### src/rtl/miriscv_hazard_ctrl.sv
// Pipeline hazard controller: load-use and multicycle-MDU stalls, jump flushes,
// registered operand bypass selection for the execute stage and a stall counter.
module miriscv_hazard_ctrl #(
  parameter int unsigned CNT_W = 32
) (
  input  logic             clk_i,
  input  logic             arstn_i,
  input  logic             d_valid_i,
  input  logic [4:0]       d_rs1_addr_i,
  input  logic [4:0]       d_rs2_addr_i,
  input  logic             d_rs1_used_i,
  input  logic             d_rs2_used_i,
  input  logic             e_valid_i,
  input  logic             e_rd_we_i,
  input  logic [4:0]       e_rd_addr_i,
  input  logic             e_load_i,
  input  logic             e_mdu_i,
  input  logic             m_valid_i,
  input  logic             m_rd_we_i,
  input  logic [4:0]       m_rd_addr_i,
  input  logic             jump_e_i,
  input  logic             mdu_ready_i,
  input  logic             lsu_busy_i,
  output logic             stall_f_o,
  output logic             stall_d_o,
  output logic             stall_e_o,
  output logic             stall_m_o,
  output logic             kill_d_o,
  output logic             bubble_e_o,
  output logic             mdu_start_o,
  output logic [1:0]       op1_bypass_o,
  output logic [1:0]       op2_bypass_o,
  output logic [CNT_W-1:0] stall_cnt_o
);

  typedef enum logic {
    RUN      = 1'b0,
    MDU_WAIT = 1'b1
  } state_e;

  typedef enum logic [1:0] {
    NO_BYPASS = 2'd0,
    BYPASS_E  = 2'd1,
    BYPASS_M  = 2'd2
  } bypass_e;

  state_e            state_q, state_d;
  bypass_e           op1_bypass_q, op1_bypass_d;
  bypass_e           op2_bypass_q, op2_bypass_d;
  logic [CNT_W-1:0]  stall_cnt_q, stall_cnt_d;

  logic mdu_stall;
  logic load_use;
  logic redirect;
  logic rs1_hit_e, rs2_hit_e;

  // Execute wins over memory; x0 is hard-wired and never forwarded.
  function automatic bypass_e sel_bypass(input logic       used,
                                         input logic [4:0] rs,
                                         input logic       e_wr,
                                         input logic [4:0] e_rd,
                                         input logic       m_wr,
                                         input logic [4:0] m_rd);
    bypass_e sel;
    sel = NO_BYPASS;
    if (used && (rs != 5'd0)) begin
      if (e_wr && (e_rd == rs))      sel = BYPASS_E;
      else if (m_wr && (m_rd == rs)) sel = BYPASS_M;
    end
    return sel;
  endfunction

  // NOTE: every signal assigned in a combinational block gets a default first,
  // so no path through the case/if leaves it unassigned and no latch is inferred.
  always_comb begin
    state_d     = state_q;
    mdu_stall   = 1'b0;
    mdu_start_o = 1'b0;
    case (state_q)
      RUN: begin
        if (e_valid_i && e_mdu_i) begin
          mdu_stall   = 1'b1;
          mdu_start_o = 1'b1;
          state_d     = MDU_WAIT;
        end
      end
      MDU_WAIT: begin
        // A finished result cannot retire while the memory stage is still held.
        if (mdu_ready_i && !lsu_busy_i) state_d   = RUN;
        else                            mdu_stall = 1'b1;
      end
      default: state_d = RUN;
    endcase
  end

  assign rs1_hit_e = d_rs1_used_i && (d_rs1_addr_i == e_rd_addr_i);
  assign rs2_hit_e = d_rs2_used_i && (d_rs2_addr_i == e_rd_addr_i);
  assign load_use  = d_valid_i && e_valid_i && e_load_i && e_rd_we_i
                     && (e_rd_addr_i != 5'd0) && (rs1_hit_e || rs2_hit_e);

  assign stall_e_o  = lsu_busy_i | mdu_stall;
  assign stall_m_o  = stall_e_o;
  assign redirect   = jump_e_i & e_valid_i & ~stall_e_o;
  assign kill_d_o   = redirect;
  assign bubble_e_o = ~stall_e_o & (redirect | load_use);
  assign stall_d_o  = stall_e_o | (load_use & ~redirect);
  assign stall_f_o  = stall_d_o;

  always_comb begin
    op1_bypass_d = op1_bypass_q;
    op2_bypass_d = op2_bypass_q;
    if (!stall_e_o) begin
      if (bubble_e_o) begin
        op1_bypass_d = NO_BYPASS;
        op2_bypass_d = NO_BYPASS;
      end else begin
        op1_bypass_d = sel_bypass(d_rs1_used_i, d_rs1_addr_i,
                                  e_valid_i & e_rd_we_i, e_rd_addr_i,
                                  m_valid_i & m_rd_we_i, m_rd_addr_i);
        op2_bypass_d = sel_bypass(d_rs2_used_i, d_rs2_addr_i,
                                  e_valid_i & e_rd_we_i, e_rd_addr_i,
                                  m_valid_i & m_rd_we_i, m_rd_addr_i);
      end
    end
  end

  always_comb begin
    stall_cnt_d = stall_cnt_q;
    if (stall_d_o && !(&stall_cnt_q)) stall_cnt_d = stall_cnt_q + 1'b1;
  end

  // NOTE: state registers use non-blocking assignments so every flop samples
  // its pre-edge inputs regardless of the order blocks are evaluated.
  always_ff @(posedge clk_i or negedge arstn_i) begin
    if (!arstn_i) begin
      state_q      <= RUN;
      op1_bypass_q <= NO_BYPASS;
      op2_bypass_q <= NO_BYPASS;
      stall_cnt_q  <= '0;
    end else begin
      state_q      <= state_d;
      op1_bypass_q <= op1_bypass_d;
      op2_bypass_q <= op2_bypass_d;
      stall_cnt_q  <= stall_cnt_d;
    end
  end

  assign op1_bypass_o = op1_bypass_q;
  assign op2_bypass_o = op2_bypass_q;
  assign stall_cnt_o  = stall_cnt_q;

endmodule

### config.mk
export PLATFORM = sky130hd
export DESIGN_NAME = miriscv_hazard_ctrl
export DESIGN_NICKNAME = d
export VERILOG_FILES = /design/src/rtl/miriscv_hazard_ctrl.sv
export SDC_FILE = /design/constraint.sdc
export NUM_CORES = 1
export LEC_CHECK = 0
export ABC_AREA = 1
export CAP_MARGIN = 10
export CORE_MARGIN = 1.5
export CORE_UTILIZATION = 45
export CTS_BUF_LIST = sky130_fd_sc_hd__clkbuf_16
export DETAILED_ROUTE_END_ITERATION = 12
export PLACE_DENSITY = 0.76
export RECOVER_POWER = 100
export SLEW_MARGIN = 10
export SYNTH_ARGS = -nofsm -noshare
export SYNTH_HDL_FRONTEND = slang
export SYNTH_SLANG_ARGS = --single-unit
### constraint.sdc
create_clock -name clk_i -period 2.3 [get_ports clk_i]
set_input_delay 0.46 -clock clk_i [delete_from_list [all_inputs] [get_ports clk_i]]
set_output_delay 0.46 -clock clk_i [all_outputs]
set_load 0.005 [all_outputs]
* Word-level counts from Yosys, hierarchy flattened
Index checks and enable logic that the tools add are counted.
** Operators by class
- Add/sub/neg operators :: 1
- Equality and inequality tests :: 6
- Muxes and demuxes :: 12
- Bitwise logic cells :: 12
- Reductions and logical operators :: 23
** Operator list (number)
- $add A32 B1 Y32 const B :: 1
- $reduce_and A32 Y1 :: 1
- $eq A5 B5 Y1 :: 6
- $logic_and A1 B1 Y1 :: 16
- $mux W2 :: 8
- $reduce_bool A5 Y1 :: 3
- $and A1 B1 Y1 :: 6
- $mux W1 :: 3
- $not A1 Y1 :: 3
- $or A1 B1 Y1 :: 3
- $logic_not A1 Y1 :: 2
- $pmux W1 S2 :: 1
- $logic_or A1 B1 Y1 :: 1
** Storage, ports and cells
- Register bits after elaboration :: 37
- Input bits :: 34
- Output and inout bits :: 43
- Word-level logic and storage cells :: 58

* Depth between registers and ports, before layout
Gate-level depths: netlist of the first run.
- Word-level depth :: 11
- Gate-level depth with buffers :: 12
- Mapped depth without buffers :: 11

* Worst setup path after synthesis of the first run
OpenSTA, ideal clock, no wires.
- Kind :: input to output
- From :: in d_rs1_addr_i[0]
- To :: out stall_f_o
- Data arrival time :: 1.391 ns
- Setup slack :: 0.449 ns
- Cell stages on the path :: 10
- Buffers on the path :: 2
- Cells stage by stage :: inv_1 nand2_1 o21ai_0 nor2_1 nand4_1 nand2_1 nand3_1 nand2_2 buf_4 buf_4
** Between the ends
- Word-level cells in the longest chain between the ends :: 6
** Ends and longest elaborated chain
- start: declaration :: RTL line 9 : input logic [4:0] d_rs1_addr_i,
- $eq A5 B5 Y1 :: RTL line 96 : assign rs1_hit_e = d_rs1_used_i && (d_rs1_addr_i == e_rd_addr_i);
- $logic_and A1 B1 Y1 :: RTL line 96
- $logic_or A1 B1 Y1 :: RTL line 99 : && (e_rd_addr_i != 5'd0) && (rs1_hit_e || rs2_hit_e);
- $logic_and A1 B1 Y1 :: RTL line 99
- $and A1 B1 Y1 :: RTL line 106 : assign stall_d_o = stall_e_o | (load_use & ~redirect);
- $or A1 B1 Y1 :: RTL line 106
- end: declaration :: RTL line 24 : output logic stall_f_o,
Every way passes these cells.

* Worst setup path in the final report of the first run
- From :: in e_rd_addr_i[4]
- To :: out bubble_e_o
** Between the ends
- Word-level cells in the longest chain between the ends :: 6
** Ends and longest elaborated chain
- start: declaration :: RTL line 15 : input logic [4:0] e_rd_addr_i,
- $eq A5 B5 Y1 (on tied branches) :: RTL line 96, 97
- $logic_and A1 B1 Y1 (on tied branches) :: RTL line 96, 97
- $logic_or A1 B1 Y1 :: RTL line 99
- $logic_and A1 B1 Y1 (*) :: RTL line 99
- $or A1 B1 Y1 (*) :: RTL line 105 : assign bubble_e_o = ~stall_e_o & (redirect | load_use);
- $and A1 B1 Y1 (*) :: RTL line 105
- end: declaration :: RTL line 29 : output logic bubble_e_o,
Every way passes the cells marked *; elsewhere a longest branch is shown, timed or not.

==> flow_summary_export.csv, run 1 <==
group,metric,value,unit
status,status,"finished, final reports clean",
critical_path,start_kind,"input pin",
floorplanning,row_count,28,
clock_tree,numCtsBuffers,5,
yosys,netlist_area,2786,sq um
clock_tree,clk_latency,290,ps
run,cap_violations,0,
pwr,powerDensity,551.6,nW/um^2
yosys,yosys_warnings,0,
critical_path,crit_path_end_kind,"primary output",
finish,drive_above_1_share,18.57,%
floorplanning,start_util,46.79,%
sta,relSlewSlack,38.68,%
finish,stdcell_count,608,
grt,overflow,0,
finish,areaGrowthSynthToFinish,46.12,%
yosys,syn_inst,413,
grt,met2_usage,47.69,%
yosys,yosys_register_bits,37,
grt,top_usage_layer,"met2",
finish,nFillCells,486,
detailed_routing,drc,0,
grt,grt_max_degree,38,
clock_tree,clkSinkCount,37,
sta,setup_tns,0,ps
place,dp_cells,582,
pwr,p_seq_share,34.8,%
grt,grt_use_met1,33.15,%
detailed_routing,wl_per_cell,13.82,um
floorplanning,die_w,81.69,um
sta,hold_viol,0,
sta,setup_viol_count_final,0,
floorplanning,core,5956,sq um
critical_path,r2r_setup_slack,310,ps
floorplanning,dieHeight,81.69,um
place,dpl.hpwl,5.928,mm
place,place.gp.congestion,0.9421,
clock_tree,ctsLongestPathBuffers,2,
yosys,avgSynthCellArea,6.747,sq um
grt,antenna_found_initial,0,
critical_path,worstPathArrival,1780,ps
grt,globalRouteMet3Util,4.778,%
worst_hold_path,hold_path.class,"input pin to async pin",
yosys,synth.distinct_cells,32,
sta,min_period_over_period,97.56,%
clock_tree,h-tree-depth,2,
grt,grt_pass1_wl,14.10,mm
sta,tightest_slew,919.7,ps
detailed_routing,wl,8.402,mm
finish,fin_nets,567,
yosys,ys_seq_area_share,33.23,%
detailed_routing,drtIter0Drc,241,
finish,insertedDiodeCount,0,
grt,grt_pass1_vias,3058,
floorplanning,ioPinCount,77,
sta,fin_skew,6.861,ps
pwr,p_leak,2.175,nW
sta,fmax,445.6,MHz
critical_path,path_class,"input pin to primary output",
detailed_routing,viasPerCell,5.181,
pwr,intPower,1.615,mW
detailed_routing,vias,3150,
pwr,power_switching,630.2,uW
clock_tree,clk_pin_slew,60,ps
detailed_routing,ant_nets,0,
pwr,switching_share,28.06,%
critical_path,critPathRequiredTime,1840,ps
sta,finalHoldWorstSlack,300.8,ps
critical_path,critPathMaxFanout,3,
pwr,pwr-share-comb,24.8,%
place,port-buffer-count,76,
grt,grtUsageTotal,27.20,%
detailed_routing,drt_first_pass_iters,5,
pwr,ir_worst_vdd,0.5567,mV
floorplanning,die-area,6673,sq um
sta,drv_slew,0,
clock_tree,postCtsHoldBufs,0,
sta,fin_crit,2244,ps
clock_tree,root_buffer,"clkbuf_16",
yosys,syn_nets,448,
pwr,power.share.clock,40.4,%
clock_tree,cts_tree,"built",
==> stage by stage <==
stage	utilization, %	setup slack, ps	total power [mW]	cell area, sq um
6_report	68.36	56.06	2.246	4071
5_1_grt	68.36	-17.79	2.348	4071
4_1_cts	68.36	1.046	2.246	4071
3_5_place_dp	63.49	-404.7	1.324	3781
3_3_place_gp	63.49	-349.0	1.307	3781
2_1_floorplan	-	449.2	1.037	2786
==> registers in the layout, summed over array words and instances, names as in the netlist <==
register      flops
stall_cnt_o      32
state_q           1
op2_bypass_o      2
op1_bypass_o      2
==> worst max-delay path, cell delays in order <==
cell and delay (ps):
dlygate4sd2_1 290, xnor2_1 230, nand4_1 140, nand2_1 110, buf_4 110, buf_4 90, nand2_1 50, nand2_1 80
nand2_1 70, inv_1 50, clkbuf_2 100
==> synthesized netlist by cell type <==
cell type	count	area, sq um
nand2_2	3	18.77
buf_4	5	37.54
nand2_4	1	11.26
nor3_4	1	16.27
nor2_8	1	20.02
inv_2	2	7.510
xor2_1	11	96.34
nand4_2	1	12.51
nand3b_1	2	15.01
nor4_1	2	12.51
nor3_1	7	35.03
nor3b_1	1	7.510
buf_6	2	22.52
ha_1	1	12.51
and3_1	2	12.51
nor2_1	28	105.1
nand3_2	2	20.02
nand3_4	2	35.03
buf_2	2	10.01
o21ai_0	8	40.04
xnor2_1	14	122.6
nor2_4	2	22.52
nand4_1	8	50.05
nor2_2	3	18.77
o21bai_1	1	7.510
nand3_1	49	245.2
inv_1	46	172.7
dfrtp_1	37	925.9
nor3_2	5	50.05
o22ai_1	1	6.260
nand2_1	159	596.8
a21oi_1	4	20.02
==> metal layers <==
metal | share of wire [%] | wire [um] | vias up
met5 | 0 | 0 | -
li1 | - | - | 1548
met1 | 42 | 3527 | 1449
met3 | 6.1 | 513 | 19
met4 | 2.7 | 227 | 0
met2 | 49 | 4133 | 134
==> path summary, 6_finish.rpt <==
kind | start | endpoint | cells after the start
max | e_rd_addr_i[4] | bubble_e_o | 11
min | arstn_i | stall_cnt_o[24]$_DFFE_PN0P_ | 1
max reg2reg | stall_cnt_o[0]$_DFFE_PN0P_ | stall_cnt_o[3]$_DFFE_PN0P_ | 10
min reg2reg | op2_bypass_o[1]$_DFFE_PN0N_ | op2_bypass_o[1]$_DFFE_PN0N_ | 2
max in group asynchronous | arstn_i | stall_cnt_o[13]$_DFFE_PN0P_ | 1
min in group clk_i | op2_bypass_o[1]$_DFFE_PN0N_ | op2_bypass_o[1]$_DFFE_PN0N_ | 2
==> timing repair <==
action,CTS,global route
setup buffers,15,3
setup endpoints to repair,6,19
pin swaps,8,12
gates resized for setup,33,34
hold endpoints to repair,0,0
==> cell usage in the layout, fill, tap and decap left out, types with 6 or more instances in the layout <==
master	count
nand4_1	8
nor3_1	7
xnor2_1	14
dlygate4sd3_1	36
nand3_1	49
clkbuf_2	12
buf_4	41
nor2_1	24
xor2_1	11
inv_1	42
nand2_1	157
dlygate4sd2_1	7
dfrtp_1	37
inv_2	6
clkdlybuf4s50_1	17
nor2_2	7
==> logic make-up (layout without fill, tap and decap cells) <==
| kind of cell | count (synthesis) | count (layout) | synth area share, % |
|---|---|---|---|
| AND/OR/NAND/NOR | 279 | 279 | 46.83 |
| flip-flops | 37 | 37 | 33.23 |
| adder cells (fa/ha/maj) | 1 | 1 | 0.4490 |
| buffers and inverters | 57 | 177 | 8.981 |
| XOR/XNOR | 25 | 25 | 7.858 |
| AO/OA/AOI/OAI | 14 | 14 | 2.650 |
==> final cells by class <==
| class | instances | area, sq um | area share (%) |
|---|---|---|---|
| timing repair buffer | 121 | 1044 | 25.63 |
| clock inverter | 3 | 68.82 | 1.690 |
| clock buffer | 5 | 125.1 | 3.073 |
| sequential | 37 | 925.9 | 22.74 |
| inverter | 48 | 180.2 | 4.425 |
| multi-input combinational | 319 | 1634 | 40.14 |
| tap | 75 | 93.84 | 2.305 |
==> power groups by stage <==
stage	combinational, mW	clock, mW	sequential [mW]
2_1_floorplan	0.256	0	0.781
3_3_place_gp	0.521	0	0.786
3_5_place_dp	0.533	0	0.792
4_1_cts	0.554	0.909	0.783
5_1_grt	0.618	0.937	0.793
6_report	0.557	0.908	0.781
(Power assumes the default switching activity.)
==> run 2: changes to the inputs <==
==> constraint.sdc (replaced) <==
create_clock -name clk_i -period 2.2 [get_ports clk_i]
set_input_delay 0.44 -clock clk_i [delete_from_list [all_inputs] [get_ports clk_i]]
set_output_delay 0.44 -clock clk_i [all_outputs]
set_load 0.005 [all_outputs]
==> run 2 against run 1 <==
Effect of this change:
- combinational power is 3% higher
- sequential power is 3.7% higher
- sequential cell count stayed put
- die area stayed put
- cell area is 0.65% lower
- final cell count stayed put
- worst setup slack better by 46 ps
- count of clock-buffer cells in the layout stayed put
- non-clock buffer count stayed put
- wire length is 0.17% lower
- clock skew is 1.2 ps higher
- critical path type is now input pin to register
- critical endpoint is now op1_bypass_o[0]$_DFFE_PN0N_
- largest cell class unchanged
==> flow_summary_export.csv, run 2 (synthesis gave the netlist of run 1 again) <==
group,metric,value,unit
grt,grt_pass1_vias,3047,
sta,fin_crit,2098,ps
pwr,powerDensity,515.9,nW/um^2
finish,layout_common_cells,"159 x nand2_1, 50 x nand3_1, 40 x inv_1, 40 x buf_4",
clock_tree,clk_latency,280,ps
detailed_routing,drc,0,
sta,setup_ws,101.8,ps
floorplanning,die_w,81.69,um
floorplanning,dieHeight,81.69,um
pwr,ir_worst_vdd,0.5719,mV
floorplanning,row_count,28,
finish,drive_above_1_share,16.89,%
grt,antenna_found_initial,0,
finish,fin_nets,567,
sta,hold_viol,0,
sta,fin_skew,8.031,ps
place,place.gp.congestion,0.8883,
finish,nFillCells,550,
detailed_routing,vias,3211,
finish,final_common_cell,"nand2_1",
sta,finalHoldWorstSlack,286.7,ps
finish,areaGrowthSynthToFinish,45.17,%
finish,largest_reg_flops,32,
detailed_routing,wl_per_cell,13.80,um
critical_path,r2r_start,"stall_cnt_o[0]$_DFFE_PN0P_",
sta,setup_viol_count_final,0,
clock_tree,postCtsHoldBufs,0,
clock_tree,numCtsBuffers,5,
place,dpl.hpwl,6.021,mm
detailed_routing,ant_nets,0,
floorplanning,ioPinCount,77,
detailed_routing,wl,8.388,mm
clock_tree,cts_tree,"built",
critical_path,crit_path_end_kind,"register",
clock_tree,root_buffer,"clkbuf_16",
sta,min_period_over_period,95.37,%
critical_path,cpMostUsedCell,"buf_4",
critical_path,r2r_cells,10,
place,pre_cts_slack,-482.5,ps
clock_tree,ctsLongestPathBuffers,2,
sta,relSlewSlack,38.11,%
critical_path,start_kind,"input pin",
grt,grt_pass1_wl,13.88,mm
worst_hold_path,hold_path.class,"input pin to async pin",
critical_path,path_class,"input pin to register",
grt,grt_max_degree,38,
critical_path,critPathMaxStageDelay,260,ps
sta,fmax,476.6,MHz
place,placed_area,3781,sq um
critical_path,r2r_setup_slack,100,ps
finish,insertedDiodeCount,0,
critical_path,path_cells,"dlygate4sd2_1 -> inv_2 -> buf_4 -> nand4_1 -> o21ai_1 -> inv_1 -> nand2_1 -> nand2_2 -> buf_4 -> buf_4 -> buf_4 -> buf_4 -> buf_4 -> buf_4 -> buf_4 -> o21ai_0",
floorplanning,start_util,46.79,%
critical_path,worstPathArrival,2310,ps
finish,final_cell_area,4045,sq um
clock_tree,clk_pin_slew,60,ps
pwr,p_leak,2.194,nW
critical_path,critPathRequiredTime,2410,ps
critical_path,slowest_stage,"dlygate4sd2_1",
clock_tree,h-tree-depth,2,
floorplanning,core,5956,sq um
run,cap_violations,0,
clock_tree,clkSinkCount,37,
sta,tightest_slew,928.3,ps
sta,drv_slew,0,
floorplanning,die-area,6673,sq um
detailed_routing,drtIter0Drc,172,
finish,register_area,925.9,sq um
critical_path,r2r-end,"stall_cnt_o[8]$_DFFE_PN0P_",
critical_path,critPathMaxFanout,3,
grt,grtUsageTotal,27.03,%
detailed_routing,drt_first_pass_iters,5,
detailed_routing,viasPerCell,5.281,
finish,multi_input_area,1635,sq um
grt,overflow,0,
place,port-buffer-count,76,
status,status,"finished, final reports clean",
run 2: area by class of cell:
cell class / count / area share, %
clock buffers: 5 / 3.093
clock inverters: 3 / 0.4330
inverters: 48 / 4.454
multi-input cells: 319 / 40.43
flip-flops and latches: 37 / 22.89
well taps: 75 / 2.320
repair buffers: 121 / 26.38
run 2: report_power, final:
part	total (mW)	switching (mW)	internal (mW)
logic	0.573	0.277	0.296
registers	0.810	0.0762	0.734
clock network	0.704	0.288	0.416
run 2: what timing repair did:
| item | CTS | global route |
|---|---|---|
| resized for setup | 33 | 27 |
| setup buffers | 18 | 0 |
| pin swaps | 8 | 3 |
| endpoints found under the setup margin | 15 | 18 |
run 2: how the worst max path moves through the flow:
| stage | start | to | cells past startpoint |
|---|---|---|---|
| 5_1_grt | stall_cnt_o[0]$_DFFE_PN0P_ | stall_cnt_o[8]$_DFFE_PN0P_ | 10 |
| 3_3_place_gp | d_rs2_addr_i[1] | bubble_e_o | 12 |
| 4_1_cts | mdu_ready_i | bubble_e_o | 10 |
| 6_report | e_rd_addr_i[3] | op1_bypass_o[0]$_DFFE_PN0N_ | 16 |
| 2_1_floorplan | d_rs1_addr_i[0] | stall_f_o | 10 |
| 3_5_place_dp | e_rd_addr_i[0] | bubble_e_o | 12 |
run 2: worst max-delay path, delay by kind of cell:
family,cells,cell delay [ps]
AO/OA/AOI/OAI,2,260
buffers and inverters,11,1370
AND/OR/NAND/NOR,3,230
run 2: metrics by stage:
step	TNS (ps)	total power, mW	util [%]	cells
after global routing	-46.53	2.201	67.92	608
after floorplan	0	1.084	-	413
final	0	2.087	67.92	608
after CTS	-49.37	2.109	68.03	608
after global placement	-9087	1.366	63.49	582
after detailed placement	-10790	1.386	63.49	582
run 2: per-layer routing:
| metal | routed length, um | up-vias | global-route usage [%] |
|---|---|---|---|
| li1 | - | 1551 | - |
| met1 | 3535 | 1503 | 33.22 |
| met2 | 4111 | 137 | 45.95 |
| met3 | 567 | 20 | 5.111 |
| met4 | 174 | 0 | 11.86 |
| met5 | 0 | - | 0 |
==> run 3: changes to the inputs <==
--- a/config.mk
+++ b/config.mk
@@ -7,11 +7,12 @@
 export LEC_CHECK = 0
 export ABC_AREA = 1
 export CAP_MARGIN = 10
+export CORE_ASPECT_RATIO = 0.7
 export CORE_MARGIN = 1.5
 export CORE_UTILIZATION = 45
 export CTS_BUF_LIST = sky130_fd_sc_hd__clkbuf_16
 export DETAILED_ROUTE_END_ITERATION = 12
-export PLACE_DENSITY = 0.76
+export PLACE_DENSITY_LB_ADDON = 0.25
 export RECOVER_POWER = 100
 export SLEW_MARGIN = 10
 export SYNTH_ARGS = -nofsm -noshare
==> run 3 against run 2 <==
Effect of this change:
- sequential share of layout area increased by 0.24 points
- combinational power increased by 3%
- sequential cell count unchanged
- critical endpoint is now stall_e_o
- global-route usage decreased by 0.44 points
- maximum frequency decreased by 0.85%
- die area increased by 0.11%
- non-clock buffer count decreased by 9
- wire length increased by 2.0%
- cell area decreased by 1.0%
- power increased by 5.6%
- clock skew decreased by 3.4 ps
- worst setup slack got worse by 18 ps
==> flow_summary_export.csv, run 3 (synthesis gave the netlist of run 1 again) <==
group,metric,value,unit
clock_tree,postCtsHoldBufs,0,
finish,final_cell_area,4004,sq um
clock_tree,clk_pin_slew,60,ps
detailed_routing,wl,8.556,mm
critical_path,critPathLaunch,"mdu_ready_i",
critical_path,crit_path_end_kind,"primary output",
grt,grt_pass1_wl,13.88,mm
finish,largest_reg_flops,32,
finish,fin_nets,558,
place,port-buffer-count,76,
sta,drv_slew,0,
place,place.gp.congestion,0.9854,
run,cap_violations,0,
critical_path,path_class,"input pin to primary output",
critical_path,critical_path.top_delay_family,"buffers and inverters",
sta,hold_viol,0,
place,placed_area,3761,sq um
clock_tree,clk_latency,280,ps
grt,antenna_found_initial,0,
detailed_routing,drtIter0Drc,187,
place,pre_cts_slack,-510.7,ps
sta,setup_tns,0,ps
clock_tree,ctsLongestPathBuffers,2,
finish,drive_above_1_share,15.84,%
clock_tree,clkSinkCount,37,
detailed_routing,viasPerCell,5.260,
critical_path,start_kind,"input pin",
detailed_routing,drt_first_pass_iters,5,
sta,setup_ws,83.75,ps
floorplanning,dieHeight,68.84,um
critical_path,worstPathArrival,1680,ps
detailed_routing,wl_per_cell,14.28,um
floorplanning,start_util,47.70,%
critical_path,slowest_stage,"clkdlybuf4s50_1",
place,dpl.hpwl,6.449,mm
floorplanning,die-area,6680,sq um
finish,nFillCells,515,
grt,grtUsageTotal,26.59,%
critical_path,path_cells,"clkdlybuf4s50_1 -> inv_1 -> o21ai_2 -> nand2_1 -> nor2_1 -> buf_4 -> inv_2 -> dlygate4sd2_1",
grt,overflow,0,
finish,layout_common_cells,"156 x nand2_1, 52 x clkdlybuf4s50_1, 49 x nand3_1",
status,status,"finished, final reports clean",
sta,tightest_slew,942.8,ps
finish,areaGrowthSynthToFinish,43.69,%
floorplanning,die_w,97.05,um
pwr,p_total,2.204,mW
critical_path,r2r_start,"stall_cnt_o[0]$_DFFE_PN0P_",
detailed_routing,drc,0,
clock_tree,root_buffer,"clkbuf_16",
pwr,p_leak,2.018,nW
grt,grt_max_degree,38,
worst_hold_path,hold_path.class,"input pin to async pin",
critical_path,critPathRequiredTime,1760,ps
finish,stdcell_count,599,
critical_path,critPathMaxFanout,4,
detailed_routing,ant_nets,0,
clock_tree,cts_tree,"built",
finish,final_common_cell,"nand2_1",
grt,grt_pass1_vias,2859,
critical_path,critPathMaxStageDelay,450,ps
sta,relSlewSlack,37.15,%
sta,fin_crit,2116,ps
place,dp_cells,581,
critical_path,cp.buffers_inverters,5,
sta,finalHoldWorstSlack,295.3,ps
finish,insertedDiodeCount,0,
clock_tree,numCtsBuffers,5,
pwr,powerDensity,550.5,nW/um^2
floorplanning,ioPinCount,77,
sta,setup_viol_count_final,0,
finish,final_core_util,68.54,%
pwr,ir_worst_vdd,0.3394,mV
floorplanning,core,5842,sq um
detailed_routing,vias,3151,
clock_tree,h-tree-depth,2,
floorplanning,row_count,23,
sta,min_period_over_period,96.19,%
sta,fmax,472.5,MHz
sta,fin_skew,4.629,ps
[run 3: cell types whose count changed in the layout (fill, tap and decap cells not counted), sizes merged]
cell	change
clkdlybuf4s50	+37
clkbuf	-4
clkdlybuf4s15	+4
dlygate4sd3	-37
dlygate4sd2	-1
bufinv	+1
clkinv	-2
buf	-6
inv	+1
dlymetal6s2s	-2
[run 3: path summary, 6_finish.rpt]
check | slack, ps | depth (start not counted) | endpoint
setup / recovery | 80 | 8 | stall_e_o
hold / removal | 300 | 1 | stall_cnt_o[1]$_DFFE_PN0P_
setup reg to reg | 170 | 10 | stall_cnt_o[10]$_DFFE_PN0P_
hold reg to reg | 490 | 2 | op2_bypass_o[1]$_DFFE_PN0N_
max in group asynchronous | 1320 | 1 | op2_bypass_o[1]$_DFFE_PN0N_
min in group clk_i | 490 | 2 | op2_bypass_o[1]$_DFFE_PN0N_
[run 3: final cells by class]
| class | count | area (sq um) | share of cell area (%) |
|---|---|---|---|
| multi-input combinational | 319 | 1634 | 40.81 |
| sequential | 37 | 925.9 | 23.13 |
| timing repair buffer | 112 | 1007 | 25.16 |
| clock buffer | 5 | 125.1 | 3.125 |
| tap | 75 | 93.84 | 2.344 |
| clock inverter | 3 | 37.54 | 0.9375 |
| inverter | 48 | 180.2 | 4.500 |
[run 3: routing by layer]
layer / global-route usage, % / vias up / wire length, um
met5: 0 / - / 0
met1: 38.78 / 1469 / 4141
met3: 5.444 / 11 / 733
met4: 5.978 / 0 / 89
li1: - / 1525 / -
met2: 40.73 / 146 / 3591
[run 3: power breakdown]
part / internal (mW) / switching (mW)
logic: 0.313 / 0.278
clock network: 0.526 / 0.266
registers: 0.734 / 0.0858
[run 3: repair_timing]
item,4_1_cts,5_1_grt
pin swaps,9,5
setup buffers,9,2
setup endpoints to repair,26,26
gates resized for setup,36,21
